<file path="config.mk">
export PLATFORM = sky130hd
export DESIGN_NAME = branch_rs
export DESIGN_NICKNAME = d
export VERILOG_FILES = /design/src/rtl/branch_rs.sv
export SDC_FILE = /design/constraint.sdc
export NUM_CORES = 2
export LEC_CHECK = 0
export BUFFER_PORTS_ARGS = -buffer_cell sky130_fd_sc_hd__buf_2
export CAP_MARGIN = 15
export CORE_ASPECT_RATIO = 1.5
export CORE_MARGIN = 8
export CORE_UTILIZATION = 46
export CTS_CLUSTER_DIAMETER = 60
export CTS_CLUSTER_SIZE = 10
export DETAILED_ROUTE_END_ITERATION = 8
export PLACE_DENSITY_LB_ADDON = 0.3
export SLEW_MARGIN = 20
export SYNTH_ARGS = -nofsm -noshare
export SYNTH_HDL_FRONTEND = slang
export SYNTH_SLANG_ARGS = --single-unit
</file>
<file path="constraint.sdc">
create_clock -name clk -period 42.5 [get_ports clk]
set_input_delay 4.25 -clock clk [delete_from_list [all_inputs] [get_ports clk]]
set_output_delay 4.25 -clock clk [all_outputs]
set_load 0.005 [all_outputs]
</file>
<file path="src/rtl/branch_rs.sv">
`default_nettype none
// ============================================================================
//  Module      : branch_rs
//  Description : Reservation station for conditional branches. Buffers up to
//                RS_DEPTH branch micro-ops, captures operands from the CDB,
//                and issues the oldest fully-ready entry each cycle through a
//                registered port to branch_unit. An age matrix orders entries
//                independently of their slot index.
//  Option      : BRS_DISPATCH_BYPASS_EN - when defined, a dispatching source
//                whose tag is on the CDB in the same cycle is captured ready.
//  Revision    : 1.0 - initial release
// ============================================================================
module branch_rs #(
    parameter int DATA_WIDTH = 32,
    parameter int ROB_WIDTH  = 4,
    parameter int PREG_WIDTH = 6,
    parameter int RS_DEPTH   = 4
) (
    input  logic                            clk,
    input  logic                            reset,
    input  logic                            i_flush,
    input  logic                            i_disp_valid,
    output logic                            o_disp_ready,
    input  logic [DATA_WIDTH-1:0]           i_disp_pc,
    input  logic [DATA_WIDTH-1:0]           i_disp_imm,
    input  logic [2:0]                      i_disp_funct3,
    input  logic [ROB_WIDTH-1:0]            i_disp_rob_tag,
    input  logic                            i_disp_src1_rdy,
    input  logic [PREG_WIDTH-1:0]           i_disp_src1_tag,
    input  logic [DATA_WIDTH-1:0]           i_disp_src1_val,
    input  logic                            i_disp_src2_rdy,
    input  logic [PREG_WIDTH-1:0]           i_disp_src2_tag,
    input  logic [DATA_WIDTH-1:0]           i_disp_src2_val,
    input  logic                            i_cdb_valid,
    input  logic [PREG_WIDTH-1:0]           i_cdb_tag,
    input  logic [DATA_WIDTH-1:0]           i_cdb_data,
    output logic                            o_issue_valid,
    output logic [DATA_WIDTH-1:0]           o_issue_op1,
    output logic [DATA_WIDTH-1:0]           o_issue_op2,
    output logic [DATA_WIDTH-1:0]           o_issue_pc,
    output logic [DATA_WIDTH-1:0]           o_issue_imm,
    output logic [2:0]                      o_issue_funct3,
    output logic [ROB_WIDTH-1:0]            o_issue_rob_tag,
    output logic [$clog2(RS_DEPTH+1)-1:0]   o_count
);

    localparam int c_idx_w = $clog2(RS_DEPTH);
    localparam int c_cnt_w = $clog2(RS_DEPTH + 1);
    localparam logic [c_cnt_w-1:0] c_depth = c_cnt_w'(RS_DEPTH);

    // Entry storage
    logic [RS_DEPTH-1:0]   r_valid;
    logic [RS_DEPTH-1:0]   r_s1_rdy;
    logic [RS_DEPTH-1:0]   r_s2_rdy;
    logic [DATA_WIDTH-1:0] r_pc     [RS_DEPTH];
    logic [DATA_WIDTH-1:0] r_imm    [RS_DEPTH];
    logic [DATA_WIDTH-1:0] r_s1_val [RS_DEPTH];
    logic [DATA_WIDTH-1:0] r_s2_val [RS_DEPTH];
    logic [2:0]            r_funct3 [RS_DEPTH];
    logic [ROB_WIDTH-1:0]  r_rob_tag[RS_DEPTH];
    logic [PREG_WIDTH-1:0] r_s1_tag [RS_DEPTH];
    logic [PREG_WIDTH-1:0] r_s2_tag [RS_DEPTH];
    // r_older[j][i] = 1 means entry j was dispatched before entry i
    logic [RS_DEPTH-1:0]   r_older  [RS_DEPTH];
    logic [c_cnt_w-1:0]    r_count;

    logic                  w_disp_fire;
    logic [c_idx_w-1:0]    w_free_idx;
    logic [RS_DEPTH-1:0]   w_ready;
    logic [RS_DEPTH-1:0]   w_sel_oh;
    logic                  w_sel_valid;
    logic [c_idx_w-1:0]    w_sel_idx;
    logic                  w_d_s1_rdy;
    logic                  w_d_s2_rdy;
    logic [DATA_WIDTH-1:0] w_d_s1_val;
    logic [DATA_WIDTH-1:0] w_d_s2_val;

    // Readiness comes from registered occupancy only, so a slot freed by an
    // issue in this cycle is not offered to dispatch until the next cycle.
    assign o_disp_ready = (r_count < c_depth);
    assign o_count      = r_count;
    assign w_disp_fire  = i_disp_valid && o_disp_ready && !i_flush;
    assign w_ready      = r_valid & r_s1_rdy & r_s2_rdy;
    assign w_sel_valid  = |w_sel_oh;

    // Lowest-index free slot (scan high to low so the lowest wins)
    always_comb begin
        w_free_idx = '0;
        for (int i = RS_DEPTH - 1; i >= 0; i--) begin
            if (!r_valid[i]) w_free_idx = c_idx_w'(i);
        end
    end

    // Age-based select: a ready entry wins when no other ready entry is older
    always_comb begin
        w_sel_oh = '0;
        for (int i = 0; i < RS_DEPTH; i++) begin
            w_sel_oh[i] = w_ready[i];
            for (int j = 0; j < RS_DEPTH; j++) begin
                if (j != i && w_ready[j] && r_older[j][i]) w_sel_oh[i] = 1'b0;
            end
        end
    end

    // Encode the one-hot winner (lowest set bit taken as a safety net)
    always_comb begin
        w_sel_idx = '0;
        for (int i = RS_DEPTH - 1; i >= 0; i--) begin
            if (w_sel_oh[i]) w_sel_idx = c_idx_w'(i);
        end
    end

    // Dispatch source values, optionally bypassing a same-cycle broadcast
    always_comb begin
        w_d_s1_rdy = i_disp_src1_rdy;
        w_d_s1_val = i_disp_src1_val;
        w_d_s2_rdy = i_disp_src2_rdy;
        w_d_s2_val = i_disp_src2_val;
`ifdef BRS_DISPATCH_BYPASS_EN
        if (!i_disp_src1_rdy && i_cdb_valid && (i_cdb_tag == i_disp_src1_tag)) begin
            w_d_s1_rdy = 1'b1;
            w_d_s1_val = i_cdb_data;
        end
        if (!i_disp_src2_rdy && i_cdb_valid && (i_cdb_tag == i_disp_src2_tag)) begin
            w_d_s2_rdy = 1'b1;
            w_d_s2_val = i_cdb_data;
        end
`endif
    end

    // Entry state: flush, CDB wakeup, issue free and dispatch write
    always_ff @(posedge clk or posedge reset) begin
        if (reset) begin
            r_valid  <= '0;
            r_s1_rdy <= '0;
            r_s2_rdy <= '0;
            for (int i = 0; i < RS_DEPTH; i++) begin
                r_pc[i]      <= '0;
                r_imm[i]     <= '0;
                r_s1_val[i]  <= '0;
                r_s2_val[i]  <= '0;
                r_funct3[i]  <= '0;
                r_rob_tag[i] <= '0;
                r_s1_tag[i]  <= '0;
                r_s2_tag[i]  <= '0;
                r_older[i]   <= '0;
            end
        end else if (i_flush) begin
            r_valid <= '0;
            for (int i = 0; i < RS_DEPTH; i++) r_older[i] <= '0;
        end else begin
            for (int i = 0; i < RS_DEPTH; i++) begin
                if (r_valid[i] && i_cdb_valid) begin
                    if (!r_s1_rdy[i] && (r_s1_tag[i] == i_cdb_tag)) begin
                        r_s1_rdy[i] <= 1'b1;
                        r_s1_val[i] <= i_cdb_data;
                    end
                    if (!r_s2_rdy[i] && (r_s2_tag[i] == i_cdb_tag)) begin
                        r_s2_rdy[i] <= 1'b1;
                        r_s2_val[i] <= i_cdb_data;
                    end
                end
            end
            if (w_sel_valid) r_valid[w_sel_idx] <= 1'b0;
            // The free slot is never the selected slot, so no write conflict
            if (w_disp_fire) begin
                r_valid[w_free_idx]   <= 1'b1;
                r_pc[w_free_idx]      <= i_disp_pc;
                r_imm[w_free_idx]     <= i_disp_imm;
                r_funct3[w_free_idx]  <= i_disp_funct3;
                r_rob_tag[w_free_idx] <= i_disp_rob_tag;
                r_s1_rdy[w_free_idx]  <= w_d_s1_rdy;
                r_s1_tag[w_free_idx]  <= i_disp_src1_tag;
                r_s1_val[w_free_idx]  <= w_d_s1_val;
                r_s2_rdy[w_free_idx]  <= w_d_s2_rdy;
                r_s2_tag[w_free_idx]  <= i_disp_src2_tag;
                r_s2_val[w_free_idx]  <= w_d_s2_val;
                for (int j = 0; j < RS_DEPTH; j++) begin
                    r_older[w_free_idx][j] <= 1'b0;
                    if (c_idx_w'(j) != w_free_idx) r_older[j][w_free_idx] <= r_valid[j];
                end
            end
        end
    end

    // Issue register: data fields hold when nothing is selected
    always_ff @(posedge clk or posedge reset) begin
        if (reset) begin
            o_issue_valid   <= 1'b0;
            o_issue_op1     <= '0;
            o_issue_op2     <= '0;
            o_issue_pc      <= '0;
            o_issue_imm     <= '0;
            o_issue_funct3  <= '0;
            o_issue_rob_tag <= '0;
        end else if (i_flush) begin
            o_issue_valid <= 1'b0;
        end else begin
            o_issue_valid <= w_sel_valid;
            if (w_sel_valid) begin
                o_issue_op1     <= r_s1_val[w_sel_idx];
                o_issue_op2     <= r_s2_val[w_sel_idx];
                o_issue_pc      <= r_pc[w_sel_idx];
                o_issue_imm     <= r_imm[w_sel_idx];
                o_issue_funct3  <= r_funct3[w_sel_idx];
                o_issue_rob_tag <= r_rob_tag[w_sel_idx];
            end
        end
    end

    // Occupancy counter
    always_ff @(posedge clk or posedge reset) begin
        if (reset) begin
            r_count <= '0;
        end else if (i_flush) begin
            r_count <= '0;
        end else if (w_disp_fire && !w_sel_valid) begin
            r_count <= r_count + 1'b1;
        end else if (!w_disp_fire && w_sel_valid) begin
            r_count <= r_count - 1'b1;
        end
    end

endmodule
`default_nettype wire

</file>
# Word-level counts from Yosys, hierarchy flattened
# Index checks and enable logic that the tools add are counted.
dict set report word_totals {
  ff_bits 755
}
dict set report op_classes {
  add_sub_neg 2
  magnitude_cmp 8
  n_eq_ne 11
  muxes 144
  n_bitwise 16
  reduce_logical 48
}
# op count
set op_table {}
lappend op_table {{2-to-1 mux 32 bit} 33}
lappend op_table {{bitwise mux 128 bit} 4}
lappend op_table {{binary-select mux 32 bit (select 2 bit)} 4}
lappend op_table {{2-to-1 mux 128 bit} 2}
lappend op_table {{2-to-1 mux 4 bit} 20}
lappend op_table {{bitwise AND 16 bit} 4}
lappend op_table {{demux 32 bit (select 2 bit)} 1}
lappend op_table {{NOT 16 bit} 4}
lappend op_table {{bitwise mux 24 bit} 2}
lappend op_table {{== test 6 bit} 8}
lappend op_table {{demux 4 bit (select 2 bit)} 5}
lappend op_table {{2-to-1 mux 1 bit} 40}
lappend op_table {{2-to-1 mux 16 bit} 2}
lappend op_table {{logical AND 1 bit} 31}
lappend op_table {{bitwise mux 4 bit} 6}
lappend op_table {{2-to-1 mux 3 bit} 7}
lappend op_table {{2-to-1 mux 2 bit} 9}
lappend op_table {{bitwise mux 16 bit} 1}
lappend op_table {{bitwise AND 4 bit} 3}
lappend op_table {{bitwise mux 12 bit} 1}
lappend op_table {{demux 6 bit (select 2 bit)} 1}
lappend op_table {{logical NOT 1 bit} 11}
lappend op_table {{binary-select mux 4 bit (select 2 bit)} 1}
lappend op_table {{binary-select mux 3 bit (select 2 bit)} 1}
lappend op_table {{other kinds (20)} 28}

# Longest topological paths before layout
dict set report depth {
  ltp_word 30
  depth_mapped 10
  mapped_depth_nobuf 8
}

# Worst setup path after synthesis
# OpenSTA, ideal clock, no wires.
dict set report synth_timing {
  kind {input to register}
  start {in i_flush}
  end {reg r_count[1] (netlist: o_count[1])}
  setup_ns 0.125
  arrival_time_ns 5.941
  required_time_ns 42.375
  path_slack_ns 36.434
  cell_stages 7
  path_buffers 3
  path_cell_list {buf_2 buf_1 clkbuf_1 nor3_1 fa_1 nor2_1 mux2_2}
}
dict set report synth_via {
  elab_chain_cells 5
  elab_cells_between_ends 8
}
# element line_no
set synth_lines {}
lappend synth_lines {{from (decl)} 21} ;# input logic i_flush,
lappend synth_lines {{logical NOT 1 bit} 82} ;# assign w_disp_fire = i_disp_valid && o_disp_ready && !i_flush;
lappend synth_lines {{logical AND 1 bit} 82}
lappend synth_lines {{logical AND 1 bit / logical NOT 1 bit (equally long branches)} {217, 219}}
lappend synth_lines {{2-to-1 mux 3 bit / logical AND 1 bit (equally long branches)} {217, 219}}
lappend synth_lines {{2-to-1 mux 3 bit / nonzero test 3 bit (equally long branches)} --}
lappend synth_lines {{to (signal assigned)} 218} ;# r_count <= r_count + 1'b1;
lappend synth_lines {{to (signal assigned)} 220} ;# r_count <= r_count - 1'b1;
lappend synth_lines {{to (decl)} 65} ;# logic [c_cnt_w-1:0] r_count;
# Several ways; a longest one is shown, not always the timed one.
# A chain may end at the register's enable or synchronous reset.

# Worst setup path in the final report
dict set report layout_timing {
  start {in i_flush}
  end {reg r_s2_tag[0] in the netlist's numbering}
}
dict set report layout_via {
  elab_chain_cells 3
  elab_cells_between_ends 4
}
# element line_no
set layout_lines {}
lappend layout_lines {{logical NOT 1 bit} 82}
lappend layout_lines {{logical AND 1 bit} 82}
lappend layout_lines {{AND reduction 2 bit (no source line) *} --}
lappend layout_lines {{to (signal, indexed assignment)} 176} ;# r_s2_tag[w_free_idx] <= i_disp_src2_tag;
lappend layout_lines {{to (decl)} 62} ;# logic [PREG_WIDTH-1:0] r_s2_tag [RS_DEPTH];
# Every way passes the cells marked *; elsewhere a longest branch is shown, timed or not.

==> out/qor.yml <==
synthesis:
  synth_area_um2: 33900
  synthTopCellsByCount: "899 x nand2_1, 751 x dfrtp_1, 224 x o22ai_1"
  syn-num-nets: 3644
  async_flop_share_pct: 100
  synth.most_common_cell: "nand2_1"
  synth_edf_count: 0
  synth_area_leaders: "dfrtp_1 55%, nand2_1 10%, a2bb2oi_1 5.6%"
  yosys.area.top_type_share_pct: 55.5
  synth_area_leader_cell: "dfrtp_1"
  ys_seq_elements: 751
  ys_seq_area_share_pct: 55.5
  synth.distinct_cells: 50
  synth_flop_cell: "dfrtp_1"
  syn_avg_cell_area_um2: 9.81
  synthCells: 3451
  yosys_warnings: 0
global_route:
  grt.overflow.total: 0
  antenna_found_initial: 29
  grt_max_degree: 201
  grt_first_pass_wirelength_mm: 174
  grt_pass1_vias: 28600
  track_usage_pct: 26.6
critical_path:
  critPathArrivalTime_ps: 8060
  path_buf_inv: 4
  path_common_cell: "buf_4"
  cp-end-kind: "flop"
  crit_path_cell_trace: "buf_4 > inv_6 > buf_4 > and3_4 > buf_4 > nand2_1 > nand2_1"
  cp_max_fo: 89
  critical-path-slowest-cell: "and3_4"
  crit_path_max_incr_delay_ps: 1070
  start_kind: "input port"
  worstPathRequired_ps: 43060
  critPathTopFamily: "buffers and inverters"
  setup.worst_path.class: "in -> reg"
clock_network:
  clock_latency_ps: 630
  cts_tree: "built"
  path_clk_slew_ps: 50
  post_cts_resized: 0
  clock_sinks: 751
  hold_buffers: 0
  cts_root_buffer: "clkbuf_16"
  clock_path_buffers: 3
  post_cts_buffers: 0
  cts_max_level: 3
  cts_buffers: 85
sta:
  fmax_ghz: 0.133
  final.period_utilization_pct: 17.6
  fin_skew_ps: 23.1
  hold_viol_final: 0
  maxSlewViolCount: 0
  timing.setup.tns_ps: 0
  max_slew_margin_pct: 17.9
  tightest_slew_ps: 1230
  setup_violations: 0
  min_period_ps: 7500
  rsz0062_at_grt: "false"
die:
  rows: 122
  die_y_um: 348
  core_area_um2: 73400
  io_pins: 332
  dieArea_um2: 82700
  start_util_pct: 46.1
  die_x_um: 238
pwr:
  vdd_ir_drop_max_mv: 0.0355
  leakagePower_nw: 17.1
  powerDensity_nw_per_um2: 61.1
status:
  status: "complete, no violations"
route:
  drt-total-wl_mm: 112
  drt_iter0_markers: 2568
  routedWlPerCell_um: 24.3
  viasPerCell: 6.10
  num_vias: 28100
  first_pass_iters: 6
  drcViolationCount: 0
  antenna_left: 0
cells_and_area:
  multi_input_area_um2: 13800
  register_area_um2: 18800
  syn_to_final_growth_pct: 12.8
  nets: 3780
  stdcell_count: 4603
  layout-drive-gt1-share_pct: 16.6
  fillCellCount: 6731
run:
  cap_violations: 0
placement:
  dp_cells: 4492
  hpwl_mm: 64.0
  io_buffers: 331
  finalWeightedCongestion: 0.815
worst_hold_path:
  hp-class: "reg -> reg"
-- layer usage --
layer  vias to the layer above  GRT usage [%]  part of all wire, %
met4                        20           11.1                  3.3
met5                         -              0                 0.12
met2                      1192           44.5                   49
met3                       242           5.12                  7.7
met1                     14100           33.6                   40
li1                      12500              -                    -
-- cell usage in the layout, fill, tap and decap left out, types with 10 or more instances in the layout --
cell,count
nand2_1,898
nand3_1,140
nor2_1,159
o2bb2ai_1,33
o22ai_1,224
buf_4,54
buf_2,330
a2bb2oi_1,218
xor2_1,43
nand4_1,19
dfrtp_1,751
mux2_2,85
a31oi_1,137
clkbuf_16,86
a22oi_1,166
a21o_1,136
o21ai_0,10
diode_2,18
-- kinds of logic (layout without fill, tap and decap cells) --
logic type	after synthesis	in the layout	synth area share [%]
buf+inv	343	485	4.37
mux	86	86	2.86
xor+xnor	49	49	1.27
flops	751	751	55.5
other cells	0	18	0
simple gates	1260	1260	15.1
fa+ha+maj	1	1	0.0591
compound gates	961	961	20.9
-- power by group --
group,switching [mW],total (mW),internal [mW],leakage [nW]
Sequential,0.167,1.15,0.983,9.43
Combinational,0.285,0.549,0.264,6.60
Clock,0.281,0.638,0.356,1.09
-- stage by stage --
stage	instance area (um2)	hold WS (ps)	power (mW)	util [%]	setup WS, ps
2_1_floorplan	33900	445	1.48	-	17170
3_3_place_gp	35900	456	1.69	48.9	34140
3_5_place_dp	35900	462	1.71	48.9	34160
4_1_cts	38100	475	2.35	52.0	34840
5_1_grt	38200	487	2.47	52.0	34400
6_report	38200	472	2.34	52.0	35000
-- worst min-delay path, cell delays in order (launching register included) --
cell	delay, ps
dfrtp_1	340
nand2_1	50
nand2_1	50
-- state kept, by name (all words and copies together) (netlist names), 16 cells and up --
| register | count |
|---|---|
| r_s2_tag | 24 |
| o_issue_imm | 32 |
| r_s1_val | 128 |
| r_rob_tag | 16 |
| o_issue_op1 | 32 |
| o_issue_op2 | 32 |
| o_issue_pc | 32 |
| r_imm | 128 |
| r_s1_tag | 24 |
| r_s2_val | 128 |
| r_pc | 128 |
-- final timing paths --
| check | from | end | slack, ps | cells past startpoint |
|---|---|---|---|---|
| max | i_flush | r_s2_tag[0] | 35000 | 7 |
| min | r_imm[108] | r_imm[108] | 470 | 2 |
| max reg2reg | r_valid[2] | o_issue_op2[24] | 38620 | 7 |
| min reg2reg | r_imm[108] | r_imm[108] | 470 | 2 |
| max in group asynchronous | reset | r_imm[14] | 35090 | 6 |
| min in group asynchronous | reset | o_issue_op2[6] | 3760 | 2 |
-- cell type report --
cell class                 instances  area share [%]
multi-input combinational       2357            36.0
tap                              992            3.25
inverter                           5          0.0819
clock buffer                      86            5.63
antenna                           18           0.118
timing repair buffer             387            5.52
clock inverter                     7           0.170
sequential                       751            49.2
Power figures use the tool's default switching activity.
